## config.mk

```make
export PLATFORM = sky130hd
export DESIGN_NAME = i2c_target_ctrl
export DESIGN_NICKNAME = d
export VERILOG_FILES = /design/src/rtl/i2c_target_pkg.sv /design/src/rtl/i2c_sync_filter.sv /design/src/rtl/i2c_target_ctrl.sv
export SDC_FILE = /design/constraint.sdc
export NUM_CORES = 1
export LEC_CHECK = 0
export ABC_AREA = 1
export BUFFER_PORTS_ARGS = -buffer_cell sky130_fd_sc_hd__buf_2
export CORE_MARGIN = 2
export CORE_UTILIZATION = 35
export DETAILED_ROUTE_END_ITERATION = 8
export HOLD_SLACK_MARGIN = 0.06
export PLACE_DENSITY_LB_ADDON = 0.08
export SETUP_SLACK_MARGIN = 0.3
export SYNTH_ARGS = -nofsm -noshare
export SYNTH_HDL_FRONTEND = slang
export SYNTH_HIERARCHICAL = 1
export SYNTH_SLANG_ARGS = --single-unit
```

## constraint.sdc

```tcl
create_clock -name clk_i -period 1.9 [get_ports clk_i]
set_clock_uncertainty 0.1 [all_clocks]
set_input_delay 0.095 -clock clk_i [delete_from_list [all_inputs] [get_ports clk_i]]
set_output_delay 0.095 -clock clk_i [all_outputs]
set_load 0.05 [all_outputs]
```

## src/rtl/i2c_target_pkg.sv

```systemverilog
// Shared types and constants for the I2C target controller.
package i2c_target_pkg;

  localparam int I2C_BYTE_W = 8;
  localparam int I2C_ADDR_W = 7;

  localparam logic I2C_ACK  = 1'b0;
  localparam logic I2C_NACK = 1'b1;

  typedef enum logic [2:0] {
    ST_IDLE,
    ST_ADDR,
    ST_ADDR_ACK,
    ST_RX_BYTE,
    ST_RX_ACK,
    ST_TX_BYTE,
    ST_TX_ACK,
    ST_WAIT_STOP
  } i2c_tgt_state_e;

endpackage

```

## src/rtl/i2c_sync_filter.sv

```systemverilog
// Pad synchronizer followed by a stability filter; emits the filtered level
// plus one-cycle rise/fall pulses aligned with the filtered level change.
module i2c_sync_filter #(
  parameter int SYNC_STAGES = 2,
  parameter int FILTER_LEN  = 4
) (
  input  logic clk_i,
  input  logic rst_ni,
  input  logic in_i,
  output logic filt_o,
  output logic rise_o,
  output logic fall_o
);

  localparam int CNT_W = (FILTER_LEN > 1) ? $clog2(FILTER_LEN) : 1;
  localparam logic [CNT_W-1:0] CNT_MAX = CNT_W'(FILTER_LEN - 1);

  logic [SYNC_STAGES-1:0] r_sync;
  logic [CNT_W-1:0]       r_cnt;
  logic                   r_filt;
  logic                   r_rise;
  logic                   r_fall;
  logic                   w_sync;

  assign w_sync = r_sync[SYNC_STAGES-1];

  always_ff @(posedge clk_i or negedge rst_ni) begin
    if (!rst_ni) begin
      r_sync <= '1;
    end else begin
      r_sync <= {r_sync[SYNC_STAGES-2:0], in_i};
    end
  end

  // The filtered level only follows the input after FILTER_LEN consecutive
  // cycles of disagreement; any shorter excursion restarts the count.
  always_ff @(posedge clk_i or negedge rst_ni) begin
    if (!rst_ni) begin
      r_cnt  <= '0;
      r_filt <= 1'b1;
      r_rise <= 1'b0;
      r_fall <= 1'b0;
    end else begin
      r_rise <= 1'b0;
      r_fall <= 1'b0;
      if (w_sync == r_filt) begin
        r_cnt <= '0;
      end else if (r_cnt == CNT_MAX) begin
        r_cnt  <= '0;
        r_filt <= w_sync;
        r_rise <= w_sync;
        r_fall <= ~w_sync;
      end else begin
        r_cnt <= r_cnt + 1'b1;
      end
    end
  end

  assign filt_o = r_filt;
  assign rise_o = r_rise;
  assign fall_o = r_fall;

endmodule

```

## src/rtl/i2c_target_ctrl.sv

```systemverilog
// I2C target: START/STOP detection, 7-bit address match, write bytes out as
// valid pulses, read bytes fetched through a request/data pair.
module i2c_target_ctrl
  import i2c_target_pkg::*;
#(
  parameter int SYNC_STAGES = 2,
  parameter int FILTER_LEN  = 4
) (
  input  logic       clk_i,
  input  logic       rst_ni,
  input  logic       scl_i,
  input  logic       sda_i,
  output logic       sda_oe_o,
  input  logic [6:0] own_addr_i,
  output logic [7:0] rx_data_o,
  output logic       rx_valid_o,
  output logic       tx_req_o,
  input  logic [7:0] tx_data_i,
  output logic       start_o,
  output logic       stop_o,
  output logic       busy_o,
  output logic [2:0] dbg_state_o
);

  logic w_scl, w_scl_rise, w_scl_fall;
  logic w_sda, w_sda_rise, w_sda_fall;
  logic w_start, w_stop;

  i2c_sync_filter #(.SYNC_STAGES(SYNC_STAGES), .FILTER_LEN(FILTER_LEN)) u_scl (
    .clk_i(clk_i), .rst_ni(rst_ni), .in_i(scl_i),
    .filt_o(w_scl), .rise_o(w_scl_rise), .fall_o(w_scl_fall)
  );

  i2c_sync_filter #(.SYNC_STAGES(SYNC_STAGES), .FILTER_LEN(FILTER_LEN)) u_sda (
    .clk_i(clk_i), .rst_ni(rst_ni), .in_i(sda_i),
    .filt_o(w_sda), .rise_o(w_sda_rise), .fall_o(w_sda_fall)
  );

  assign w_start = w_sda_fall & w_scl;
  assign w_stop  = w_sda_rise & w_scl;

  i2c_tgt_state_e          r_state, w_state_nxt;
  logic [I2C_BYTE_W-1:0]   r_shreg, w_shreg_nxt;
  logic [2:0]              r_bitcnt, w_bitcnt_nxt;
  logic                    r_done, w_done_nxt;
  logic                    r_rw, w_rw_nxt;
  logic                    r_sda_oe, w_sda_oe_nxt;
  logic [I2C_BYTE_W-1:0]   r_rx_data, w_rx_data_nxt;
  logic                    r_rx_valid, w_rx_valid_nxt;
  logic                    r_tx_req, w_tx_req_nxt;
  logic                    r_start, w_start_nxt;
  logic                    r_stop, w_stop_nxt;
  logic                    r_busy, w_busy_nxt;

  always_ff @(posedge clk_i or negedge rst_ni) begin
    if (!rst_ni) begin
      r_state    <= ST_IDLE;
      r_shreg    <= '0;
      r_bitcnt   <= '0;
      r_done     <= 1'b0;
      r_rw       <= 1'b0;
      r_sda_oe   <= 1'b0;
      r_rx_data  <= '0;
      r_rx_valid <= 1'b0;
      r_tx_req   <= 1'b0;
      r_start    <= 1'b0;
      r_stop     <= 1'b0;
      r_busy     <= 1'b0;
    end else begin
      r_state    <= w_state_nxt;
      r_shreg    <= w_shreg_nxt;
      r_bitcnt   <= w_bitcnt_nxt;
      r_done     <= w_done_nxt;
      r_rw       <= w_rw_nxt;
      r_sda_oe   <= w_sda_oe_nxt;
      r_rx_data  <= w_rx_data_nxt;
      r_rx_valid <= w_rx_valid_nxt;
      r_tx_req   <= w_tx_req_nxt;
      r_start    <= w_start_nxt;
      r_stop     <= w_stop_nxt;
      r_busy     <= w_busy_nxt;
    end
  end

  // Bus conditions take priority over any SCL edge seen in the same cycle.
  // In TX_ACK the done flag records that the master acknowledged.
  always_comb begin
    w_state_nxt    = r_state;
    w_shreg_nxt    = r_shreg;
    w_bitcnt_nxt   = r_bitcnt;
    w_done_nxt     = r_done;
    w_rw_nxt       = r_rw;
    w_sda_oe_nxt   = r_sda_oe;
    w_rx_data_nxt  = r_rx_data;
    w_rx_valid_nxt = 1'b0;
    w_tx_req_nxt   = 1'b0;
    w_start_nxt    = 1'b0;
    w_stop_nxt     = 1'b0;
    w_busy_nxt     = r_busy;
    if (w_start) begin
      w_state_nxt  = ST_ADDR;
      w_bitcnt_nxt = '0;
      w_done_nxt   = 1'b0;
      w_sda_oe_nxt = 1'b0;
      w_start_nxt  = 1'b1;
      w_busy_nxt   = 1'b1;
    end else if (w_stop) begin
      w_state_nxt  = ST_IDLE;
      w_bitcnt_nxt = '0;
      w_done_nxt   = 1'b0;
      w_sda_oe_nxt = 1'b0;
      w_stop_nxt   = 1'b1;
      w_busy_nxt   = 1'b0;
    end else begin
      case (r_state)
        ST_ADDR, ST_RX_BYTE: begin
          if (w_scl_rise && !r_done) begin
            w_shreg_nxt = {r_shreg[I2C_BYTE_W-2:0], w_sda};
            if (r_bitcnt == 3'd7) begin
              w_done_nxt = 1'b1;
              if (r_state == ST_RX_BYTE) begin
                w_rx_data_nxt  = {r_shreg[I2C_BYTE_W-2:0], w_sda};
                w_rx_valid_nxt = 1'b1;
              end
            end else begin
              w_bitcnt_nxt = r_bitcnt + 3'd1;
            end
          end else if (w_scl_fall && r_done) begin
            if (r_state == ST_RX_BYTE) begin
              w_state_nxt  = ST_RX_ACK;
              w_sda_oe_nxt = 1'b1;
            end else if (r_shreg[7:1] == own_addr_i) begin
              w_state_nxt  = ST_ADDR_ACK;
              w_sda_oe_nxt = 1'b1;
              w_rw_nxt     = r_shreg[0];
              w_tx_req_nxt = r_shreg[0];
            end else begin
              w_state_nxt  = ST_WAIT_STOP;
              w_sda_oe_nxt = 1'b0;
            end
          end
        end
        ST_ADDR_ACK, ST_RX_ACK: begin
          if (w_scl_fall) begin
            w_bitcnt_nxt = '0;
            w_done_nxt   = 1'b0;
            if (r_state == ST_ADDR_ACK && r_rw) begin
              w_state_nxt  = ST_TX_BYTE;
              w_shreg_nxt  = tx_data_i;
              w_sda_oe_nxt = ~tx_data_i[7];
            end else begin
              w_state_nxt  = ST_RX_BYTE;
              w_sda_oe_nxt = 1'b0;
            end
          end
        end
        ST_TX_BYTE: begin
          if (w_scl_rise && !r_done) begin
            w_shreg_nxt = {r_shreg[I2C_BYTE_W-2:0], 1'b0};
            if (r_bitcnt == 3'd7) w_done_nxt = 1'b1;
            else                  w_bitcnt_nxt = r_bitcnt + 3'd1;
          end else if (w_scl_fall) begin
            if (r_done) begin
              w_state_nxt  = ST_TX_ACK;
              w_sda_oe_nxt = 1'b0;
              w_done_nxt   = 1'b0;
            end else begin
              w_sda_oe_nxt = ~r_shreg[7];
            end
          end
        end
        ST_TX_ACK: begin
          if (w_scl_rise) begin
            if (w_sda == I2C_ACK) begin
              w_done_nxt   = 1'b1;
              w_tx_req_nxt = 1'b1;
            end else begin
              w_state_nxt = ST_WAIT_STOP;
            end
          end else if (w_scl_fall && r_done) begin
            w_state_nxt  = ST_TX_BYTE;
            w_shreg_nxt  = tx_data_i;
            w_sda_oe_nxt = ~tx_data_i[7];
            w_bitcnt_nxt = '0;
            w_done_nxt   = 1'b0;
          end
        end
        ST_WAIT_STOP: w_sda_oe_nxt = 1'b0;
        default: ;
      endcase
    end
  end

  assign sda_oe_o    = r_sda_oe;
  assign rx_data_o   = r_rx_data;
  assign rx_valid_o  = r_rx_valid;
  assign tx_req_o    = r_tx_req;
  assign start_o     = r_start;
  assign stop_o      = r_stop;
  assign busy_o      = r_busy;
  assign dbg_state_o = r_state;

endmodule
```

# Word-level counts from Yosys, hierarchy flattened
# Index checks and enable logic that the tools add are counted.
# op_classes
add_sub_neg	3
muxes	86
eq_ne	33
bitwise	12
reduce_logical	21
# ops
operator	n
2-to-1 mux 3 bit	21
2-to-1 mux 1 bit	49
2-to-1 mux 8 bit	6
inequality test 4 bit, second input constant	8
one-hot mux 8 bit (4 select lines)	1
AND reduction 9 bit	2
== test 3 bit, second input constant	5
one-hot mux 3 bit (4 select lines)	1
AND reduction 6 bit	2
inequality test 2 bit, second input constant	5
inequality test 5 x 4 -> 1 bit, second input constant	2
NOT 1 bit	10
one-hot mux 3 bit (3 select lines)	1
2-to-1 mux 2 bit	4
inequality test 4 x 3 -> 1 bit, second input constant	2
AND reduction 8 bit	1
== test 7 bit	1
AND reduction 7 bit	1
nonzero test 7 bit	1
== test 3 x 2 -> 1 bit, second input constant	2
nonzero test 6 bit	1
inequality test 5 bit, second input constant	1
one-hot mux 1 bit (5 select lines)	1
nonzero test 5 bit	1
18 further kinds	26
# word_totals
wordCells	177
ff_bits	44
input_bits	19

# Depth between registers and ports, before layout
# depth
depth_word	8
depth_mapped	10
mapped_depth_nobuf	10

# Hierarchy
# The synthesis kept the hierarchy.
# modules_own_cells
mod	instances	area_each_um2	cells_each
i2c_target_ctrl	1	1841.8	254
i2c_sync_filter	2	250.2	22

# Least setup slack after synthesis
# No wires, ideal clock.
# synth_timing
path_type	flip-flop to flip-flop
from	register r_state[0], in the netlist dbg_state_o[0]
to	register r_shreg[0]
synth_period_minus_slack_ps	1955
path_buffers	1
stages_incl_launch_ff	10
t_arrival_ps	1735
setup_time_ps	121
slack_ps	-55
cell_sequence	dfrtp_1 > inv_2 > nand3_1 > nand2_1 > nand2_1 > and3_1 > nand2_4 > buf_8 > nor2_2 > a21oi_2
# synth_via
elab_chain_len	4
elab_cells_between_ends	18
# synth_lines
element	line_no	rtl
start: declaration	i2c_target_ctrl.sv:42	i2c_tgt_state_e r_state, w_state_nxt;
start signal: assignment	i2c_target_ctrl.sv:70	r_state <= w_state_nxt;
== test 3 x 2 -> 1 bit, or another cell as far along	i2c_target_ctrl.sv:115, i2c_target_ctrl.sv:147	
OR reduction 2 bit / logical AND 1 bit (equally long branches)	i2c_target_ctrl.sv:115, i2c_target_ctrl.sv:147	
inequality test 2 x 1 -> 1 bit (no source line), or another cell as far along	n/a	
AND reduction 9 bit (no source line)	n/a	
end signal: assignment	i2c_target_ctrl.sv:71	r_shreg <= w_shreg_nxt;
end: declaration	i2c_target_ctrl.sv:43	logic [I2C_BYTE_W-1:0] r_shreg, w_shreg_nxt;
# Parallel ways exist; a longest one is shown, timed or not.
# A chain may end at the register's enable or synchronous reset.

# Worst setup path in the final report
# layout_timing
from	register r_state[0], in the netlist dbg_state_o[0]
to	register r_shreg[2]
# The elaborated chain is that of the path after synthesis.

==> impl_metrics.py <==
metrics = {
    "timing": {
        "final_max_slew_viol_count": 0,
        "finalCritPeriodShare_pct": 88.4,
        "max_slew_margin_pct": 70.3,
        "worst_pin_slew_ns": 0.445,
        "rsz0062_at_grt": "true",
        "fin_crit_ns": 1.68,
        "tns_ns": 0,
        "max_freq_mhz": 595,
        "finalSetupViolCount": 0,
        "finalHoldViolCount": 0,
    },
    "routing": {
        "highest_layer": "met4",
        "drc": 5,
        "wirelength_mm": 5.59,
        "wl_per_cell_um": 12.7,
        "route.met2.wl_mm": 2.61,
        "drt-met1-wl_mm": 2.64,
        "drtPass1Iterations": 8,
        "final_antenna_net_count": 0,
        "vias_per_cell": 4.73,
        "vias": 2084,
        "wl_met3_um": 251,
        "drt_iter0_drc": 125,
    },
    "power_and_ir_drop": {
        "worst_ir_drop_vdd_uv": 533,
        "pwr_density_cell_nw_per_um2": 1580,
        "leakagePower_nw": 1.59,
        "finalPower_mw": 4.95,
    },
    "setup_path": {
        "critPathMostFrequentCell": "nor2_4",
        "crit_slowest_cell": "dfrtp_4",
        "setup.worst_path.class": "reg2reg",
        "slowest_delay_ns": 0.51,
        "startpoint": "dbg_state_o[0]$_DFFE_PN0P_",
        "cp_max_fo": 8,
        "cp_cell_sequence": "buf_6 > nor2_4 > inv_2 > nand2_4 > nand2_4 > nor2_4 > nand2_8 > nor2_4 > a21oi_2",
        "required_ns": 1.99,
        "worst-path-stages": 9,
        "cp-end-kind": "flop",
        "r2r_cells": 9,
        "worstPathArrival_ns": 1.77,
        "cp.buffers_inverters": 2,
        "start_kind": "flop",
        "reg2reg_from": "dbg_state_o[0]$_DFFE_PN0P_",
        "crit_family": "simple AND/OR/NAND/NOR gates",
    },
    "cells_and_area": {
        "syn2layout_area_growth_pct": 34.2,
        "finalNetCount": 386,
        "drive_gt1_share_pct": 37.9,
        "diodes": 0,
    },
    "clocking": {
        "h-tree-depth": 2,
        "clk_latency_ns": 0.30,
        "numCtsBuffers": 5,
        "cts_root_buffer": "clkbuf_8",
        "cts_tree": "yes",
        "clk_pin_slew_ns": 0.09,
        "clockBufferDepth": 2,
        "cts_sinks": 44,
    },
    "synth": {
        "synth-async-reset-ratio_pct": 100,
        "yosysMostFrequentCell": "nand2_1",
        "synthFlopType": "dfrtp_1",
        "synth_common_cells": "84 x nand2_1, 39 x inv_1, 38 x dfrtp_1",
        "ys_warn_count": 6,
        "syn_avg_cell_area_um2": 7.86,
        "synth_area_leaders": "dfrtp_1 41%, nand2_1 13%, dfstp_2 6.7%, inv_1 6.3%, o21ai_0 5.3%",
        "synthesis.area_um2": 2340,
        "seq_area_frac_synth_pct": 47.3,
        "synth_edf_count": 0,
        "syn-num-nets": 321,
        "yosysTopAreaCell": "dfrtp_1",
        "synth_seq_cells": 44,
        "syn_inst": 298,
        "netlist.area_leader.share_pct": 40.6,
        "netlist-cell-type-count": 30,
    },
    "global_routing": {
        "grt.total_usage_pct": 16.5,
        "gr-total-overflow": 0,
        "grt_antenna_before_repair": 0,
        "grt_pass1_wl_mm": 9.56,
        "grt_max_degree": 28,
        "grt_pass1_vias": 2000,
    },
    "die": {
        "core-area_um2": 6420,
        "die_area_um2": 7360,
        "start_util_pct": 36.5,
        "die_w_um": 85.8,
        "fp-row-count": 29,
        "ios": 36,
        "die_h_um": 85.8,
    },
    "hold_path": {
        "holdCritStartpoint": "tx_data_i[0]",
        "hp-class": "in2reg",
        "min_path_cells": 5,
    },
    "status": {
        "status": "complete, but fails checks",
        "violations": "design-rule violations",
    },
    "placement": {
        "dpl.hpwl_mm": 3.88,
        "io_buffers": 35,
        "gp_congestion": 0.846,
    },
    "job": {
        "maxCapViolCount": 0,
    },
}
[path summary, 6_finish.rpt]
path,to,slack (ns)
max in group asynchronous,u_scl/filt_o$_DFFE_PN1P_,0.96
hold / removal,r_shreg[0]$_DFFE_PN0P_,0.07
min in group asynchronous,rx_data_o[6]$_DFFE_PN0P_,0.17
setup / recovery,r_shreg[2]$_DFFE_PN0P_,0.22
hold reg to reg,u_scl/r_sync[1]$_DFF_PN1_,0.26
setup reg to reg,r_shreg[2]$_DFFE_PN0P_,0.22
[logic make-up after synthesis]
logic type | Yosys count | synth area share [%]
buf+inv | 47 | 8.44
compound gates | 57 | 14.0
flops | 44 | 47.3
fa+ha+maj | 4 | 2.14
simple gates | 145 | 27.7
xor+xnor | 1 | 0.374
[what timing repair did]
item / CTS / global route
cloned: 1 / 0
setup buffers: 9 / 6
setup endpoints to repair: 23 / 26
endpoints found under the hold margin: 43 / 0
hold buffers: 6 / 0
pin swaps: 13 / 14
resized for setup: 16 / 32
[metal layers]
layer / GRT usage [%] / vias to the layer above
met4: 5.34 / 0
met3: 3.27 / 8
li1: - / 1074
met2: 26.7 / 63
met1: 22.4 / 939
met5: 0 / -
[cells in the final DEF, fill, tap and decap left out, types with 10 or more instances in the layout]
| cell | n |
|---|---|
| o21ai_1 | 12 |
| inv_1 | 36 |
| buf_2 | 35 |
| nand2_1 | 70 |
| nor2_1 | 16 |
| buf_4 | 17 |
| nand2_2 | 13 |
| nor2_4 | 10 |
| o21ai_0 | 18 |
| nand3_1 | 11 |
| dfrtp_1 | 35 |
[cell type report]
class                   count  area (um2)
fillers                   627        3280
multi-input cells         208        1220
flip-flops and latches     44        1120
repair buffers             61         405
inverters                  43         176
well taps                  77        96.3
clock buffers               6        82.6
clock inverters             2        38.8
[flip-flops by register name, summed over array words and instances (netlist names), 2 cells and up]
signal        count
u_sda/r_cnt       2
dbg_state_o       3
rx_data_o         8
r_bitcnt          3
u_sda/r_sync      2
u_scl/r_sync      2
u_scl/r_cnt       2
r_shreg           8
[stage by stage]
step	setup slack, ns	instances	utilization, %	hold WS, ns	area (um2)
floorplan	0.234	298	-	-0.301	2420
global placement	0.102	411	42.0	-0.0252	2700
detailed placement	0.129	411	42.0	-0.0254	2700
CTS	0.235	435	46.7	0.0636	3000
global route	0.155	441	48.9	0.0998	3140
finish	0.220	441	48.9	0.0655	3140
[worst min-delay path, stage by stage]
cell and delay [ns]:
buf_2 0.08, nand2_1 0.04, o21ai_0 0.08, nor2_2 0.05, a21oi_2 0.08
[power breakdown]
group	internal [mW]	total [mW]	switching, mW
combinational	1.01	2.76	1.75
sequential	1.21	1.43	0.219
clock	0.430	0.769	0.339
Power figures use the tool's default switching activity.
